--- config.mk ---
export PLATFORM = sky130hd
export DESIGN_NAME = tt_um_carlos_gs99
export DESIGN_NICKNAME = d
export VERILOG_FILES = /design/src/rtl/tt_um_carlos_gs99.sv
export SDC_FILE = /design/constraint.sdc
export NUM_CORES = 1
export LEC_CHECK = 0
export BUFFER_PORTS_ARGS = -buffer_cell sky130_fd_sc_hd__buf_2
export CORE_UTILIZATION = 45
export DETAILED_ROUTE_END_ITERATION = 16
export GPL_ROUTABILITY_DRIVEN = 0
export GPL_TIMING_DRIVEN = 0
export PLACE_DENSITY = 0.62
export SETUP_SLACK_MARGIN = 0.15
export SKIP_LAST_GASP = 1
export SYNTH_ARGS = -nofsm -noshare
export SYNTH_HDL_FRONTEND = slang
export SYNTH_SLANG_ARGS = --single-unit
--- constraint.sdc ---
create_clock -name clk -period 3.2 [get_ports clk]
set_input_delay 0.48 -clock clk [delete_from_list [all_inputs] [get_ports clk]]
set_output_delay 0.48 -clock clk [all_outputs]
set_load 0.005 [all_outputs]
--- src/rtl/tt_um_carlos_gs99.sv ---
// Unsigned sequential shift-add multiplier. Watches its operand inputs and
// recomputes automatically whenever either operand changes; the product
// register only updates once a full computation over stable operands finishes.
module tt_um_carlos_gs99 #(
    parameter int bits = 4
) (
    input  logic                clk,
    input  logic                rst,
    input  logic [bits-1:0]     A,
    input  logic [bits-1:0]     B,
    output logic [2*bits-1:0]   Product_o
);

    localparam int CW = $clog2(bits + 1);

    localparam logic [0:0] HOLD = 1'b0;
    localparam logic [0:0] CALC = 1'b1;

    logic [bits-1:0]   a_cap;
    logic [bits-1:0]   b_cap;
    logic [2*bits-1:0] acc;
    logic [2*bits-1:0] mcand;
    logic [bits-1:0]   mplier;
    logic [CW-1:0]     cnt;
    logic [0:0]        state;

    logic              changed;
    logic [2*bits-1:0] addend;
    logic [2*bits-1:0] sum;
    logic              last_iter;

    // Operand change detection and the per-cycle partial-product sum.
    // The sum is 2*bits wide, which always holds the full product.
    always_comb begin
        changed   = ({A, B} != {a_cap, b_cap});
        addend    = mplier[0] ? mcand : '0;
        sum       = acc + addend;
        last_iter = (cnt == CW'(bits - 1));
    end

    // Capture/restart on any operand change; otherwise step the shift-add
    // loop and publish the final sum on the last iteration only.
    always_ff @(posedge clk or posedge rst) begin
        if (rst) begin
            Product_o <= '0;
            a_cap     <= '0;
            b_cap     <= '0;
            acc       <= '0;
            mcand     <= '0;
            mplier    <= '0;
            cnt       <= '0;
            state     <= HOLD;
        end else if (changed) begin
            a_cap     <= A;
            b_cap     <= B;
            acc       <= '0;
            mcand     <= {{bits{1'b0}}, A};
            mplier    <= B;
            cnt       <= '0;
            state     <= CALC;
        end else if (state == CALC) begin
            acc       <= sum;
            mcand     <= mcand << 1;
            mplier    <= mplier >> 1;
            cnt       <= cnt + CW'(1);
            if (last_iter) begin
                Product_o <= sum;
                state     <= HOLD;
            end
        end
    end

endmodule

# [Yosys cells after proc, flatten, opt, wreduce, memory -nomap -nowiden]
# Cells that the tools add are included.
# W data, S select, Z words.
[totals] ff_bits=40 wordCells=27 output_inout_bits=8 in_bits=10
[classes] bitwise=1 eq_ne=2 reduce_logical=2 add_sub_neg=2 n_mux=12
[ops] operator="$mux W8" count=5
[ops] operator="$add A8 B8 Y8" count=1
[ops] operator="$mux W4" count=2
[ops] operator="$ne A8 B8 Y1" count=1
[ops] operator="$mux W3" count=2
[ops] operator="$add A3 B1 Y3 const B" count=1
[ops] operator="$eq A3 B2 Y1 const B" count=1
[ops] operator="$mux W1" count=3
[ops] operator="$reduce_and A3 Y1" count=1
[ops] operator="$reduce_bool A2 Y1" count=1
[ops] operator="$not A1 Y1" count=1

# [Depth between registers and ports, before layout]
[depth] word_depth=4 ltp_mapped=9 ltp_nobuf=9

# [Worst setup path after synthesis]
# No wires, ideal clock.
[synth_path] kind="register to register" start="register mplier[0]" end="register Product_o[6]" t_arrival_ps=1976 stages_incl_launch_ff=10 setup_slack_ps=1159 n_path_buf=0 required_time_ps=3136 synth_period_minus_slack_ps=2041 setup_ps=64 cell_sequence="dfrtp_1 > and2_1 > ha_1 > inv_1 > fa_1 > nor2b_1 > o31a_1 > or4b_1 > nand3_1 > mux2_2"
[synth_between] elab_chain_len=2
[synth_rtl] item="start: declaration" line="23" source="logic [bits-1:0] mplier;"
[synth_rtl] item="start signal: assignment" line="64" source="mplier <= mplier >> 1;"
[synth_rtl] item="$mux W8" line="36" source="addend = mplier[0] ? mcand : '0;"
[synth_rtl] item="$add A8 B8 Y8" line="37" source="sum = acc + addend;"
[synth_rtl] item="end signal: assignment" line="67" source="Product_o <= sum;"
[synth_rtl] item="end: declaration" line="11" source="output logic [2*bits-1:0] Product_o"
# No other way between the ends.
# A chain may end at the register's enable or synchronous reset.

# [Worst setup path in the final report]
# Same ends and word-level chain as after synthesis.

==> qor.yml <==
run_status:
  status: "finished clean"
cts:
  clk_latency_ns: 0.29
  cts_buffers: 5
  cts_tree: "done"
  htree_num_levels: 2
  cts_root_buf: "clkbuf_8"
  clockBufferDepth: 2
  clkTransAtPathRegs_ns: 0.08
  cts.sinks: 40
  cts_setup_buffers: 0
  post_cts_resized: 0
  cts_hold_buf: 0
route:
  dr.pass1.iters: 4
  wl_met1_um: 1720
  finalWirelength_um: 3710
  ant_nets: 0
  drc: 0
  route.detailed.wl_per_inst_um: 14.0
  vias: 1382
  wl_met2_um: 1880
  wl_met3_um: 99
  highest_layer: "met4"
  drt_iter0_drc: 77
  viasPerCell: 5.20
synthesis:
  synth_top_area_share_pct: 49.4
  yosysWarnings: 0
  synthCells: 189
  synth_top_cells_by_count: "dfrtp_1, mux2i_1, nor2_1, nand2_1, o21ai_0"
  yosysTopAreaCell: "dfrtp_1"
  seq_area_frac_synth_pct: 49.4
  synth_most_common_cell: "dfrtp_1"
  synthTopCellsByArea: "dfrtp_1, mux2i_1, ha_1"
  synth_top_flop_cell: "dfrtp_1"
  synth_nets: 209
  synthesis.area_sq_mm: 0.00202
  syn_avg_cell_area_sq_um: 10.7
  async_flop_share_pct: 100
  synth-seq-cells: 40
  synth_cell_types: 34
  synth_edf_count: 0
worst_setup_path:
  worstPathRequired_ns: 3.38
  crit_family: "adder cells"
  slowest_delay_ns: 0.49
  critPathBufInv: 1
  startpoint_type: "register"
  crit_chain: "and2_1 > ha_1 > inv_1 > fa_1 > nor2b_1 > o31a_1 > or4b_1 > nand3_1 > mux2_2"
  crit_fanout: 9
  arrival_ns: 2.45
  criticalPathCategory: "register to register"
  setup.worst_path.end_class: "register"
  ff2ff_setup_slack_ns: 0.93
  slowest_stage: "dfrtp_1"
layout:
  drive_above_1_share_pct: 17.3
  diodes: 0
  nNetsFinal: 233
  area_growth_pct: 12.0
power_and_ir_drop:
  power.density_mw_per_mm2: 406
  p_leak_nw: 1.20
  ir_drop_uv: 295
timing:
  hold_violations: 0
  setup_tns_ns: 0
  layout_min_cycle_time_ns: 2.27
  hold_slack_ns: 0.352
  fin_skew_ns: 0.00703
  tightest_slew_ns: 0.817
  rsz0062_at_grt: "false"
  slew_headroom_pct: 45.4
  fmax_mhz: 440
  maxSlewViolCount: 0
  min_period_over_period_pct: 71.0
  final-setup-viol-count: 0
floorplanning:
  floorplan.initialDensity_pct: 46.8
  rows: 24
  die-width_um: 69.1
  core_sq_mm: 0.00432
  ios: 18
  die_area_sq_mm: 0.00477
  die_y_um: 69.1
grt:
  grt_pass1_wl_um: 6660
  grtUsageTotal_pct: 17.8
  grt_max_degree: 41
  grt_overflow_total: 0
  grt_antenna_before_repair: 0
  grt_pass1_vias: 1426
placement:
  dpl.hpwl_um: 2700
  portBuffers: 17
min_path:
  hold_path_class: "input pin to asynchronous set/reset pin"
flow_run:
  max_cap_violations: 0
cell type report:
cell class | count | area (sq um)
Clock inverter | 2 | 10.0
Clock buffer | 6 | 82.6
Tap cell | 52 | 65.1
Inverter | 6 | 22.5
Timing Repair Buffer | 17 | 85.1
Fill cell | 410 | 2060
Multi-Input combinational cell | 129 | 947
Buffer | 14 | 53.8
Sequential cell | 40 | 1000
sequential cells by signal, summed over array words and instances, names as in the netlist:
register / flops
state: 1
acc: 8
mcand: 8
mplier: 4
b_cap: 4
a_cap: 4
cnt: 3
Product_o: 8
worst paths after layout:
path	startpoint	depth (start not counted)	end
max in group asynchronous	rst	2	b_cap[0]
worst min register to register	Product_o[0]	1	Product_o[0]
worst min-delay path	rst	2	acc[3]
worst max register to register	mplier[0]	9	Product_o[6]
worst max-delay path	mplier[0]	9	Product_o[6]
min in group clk	A[2]	2	a_cap[2]
cells in the final DEF, fill, tap and decap left out, types with 2 or more instances in the layout:
master,synthesis,layout
and2_1,6,6
inv_1,6,5
nor2_1,16,16
a31oi_1,3,3
o21ai_0,12,12
clkinv_2,0,2
nand2b_1,4,4
ha_1,9,9
a21oi_1,4,4
clkbuf_8,0,6
mux2_2,7,7
nand2_1,13,13
clkbuf_1,10,10
nor4_1,2,2
mux2i_1,17,17
buf_2,1,18
xor2_1,10,10
a211oi_1,2,2
buf_1,3,3
nor2b_1,2,2
nand3_1,5,5
dfrtp_1,40,40
xnor2_1,4,4
routing by layer:
| layer | vias up | global-route usage (%) |
|---|---|---|
| met3 | 2 | 4.53 |
| met2 | 16 | 30.7 |
| met1 | 677 | 21.9 |
| met5 | - | 0 |
| li1 | 687 | - |
| met4 | 0 | 4.76 |
worst reg2reg max path: cells and delay by family (launching register included):
kind                       cells  cell delay, ns
AOI/OAI and AO/OA              1            0.23
muxes                          1            0.26
adders and majority gates      2            0.57
buffers and inverters          1            0.06
and+or+nand+nor                4            0.55
DFF                            1            0.49
cell families after synthesis:
family / count (synthesis) / synth area share [%]
buf+inv: 20 / 3.77
flops: 40 / 49.4
xor+xnor: 14 / 6.06
compound gates: 26 / 7.54
simple gates: 55 / 14.3
mux: 24 / 12.3
fa+ha+maj: 10 / 6.55
where the power goes:
part,leakage [nW],internal (W),switching [W]
logic,0.635,0.0000203,0.0000296
clock network,0.0510,0.000172,0.000175
registers,0.511,0.000516,0.00000719
total,1.20,0.000708,0.000211
through the flow:
step / setup WS (ns) / area (sq um) / instances / utilization, % / total power, W
final: 0.927 / 2270 / 266 / 52.4 / 0.000920
after global routing: 0.730 / 2270 / 266 / 52.4 / 0.000971
after CTS: 0.916 / 2270 / 266 / 52.4 / 0.000938
after detailed placement: 0.914 / 2170 / 258 / 50.3 / 0.000585
after global placement: 0.948 / 2170 / 258 / 50.3 / 0.000583
after floorplan: 1.16 / 2020 / 189 / - / 0.000566
Note: power is estimated with default switching activity, not from simulation.
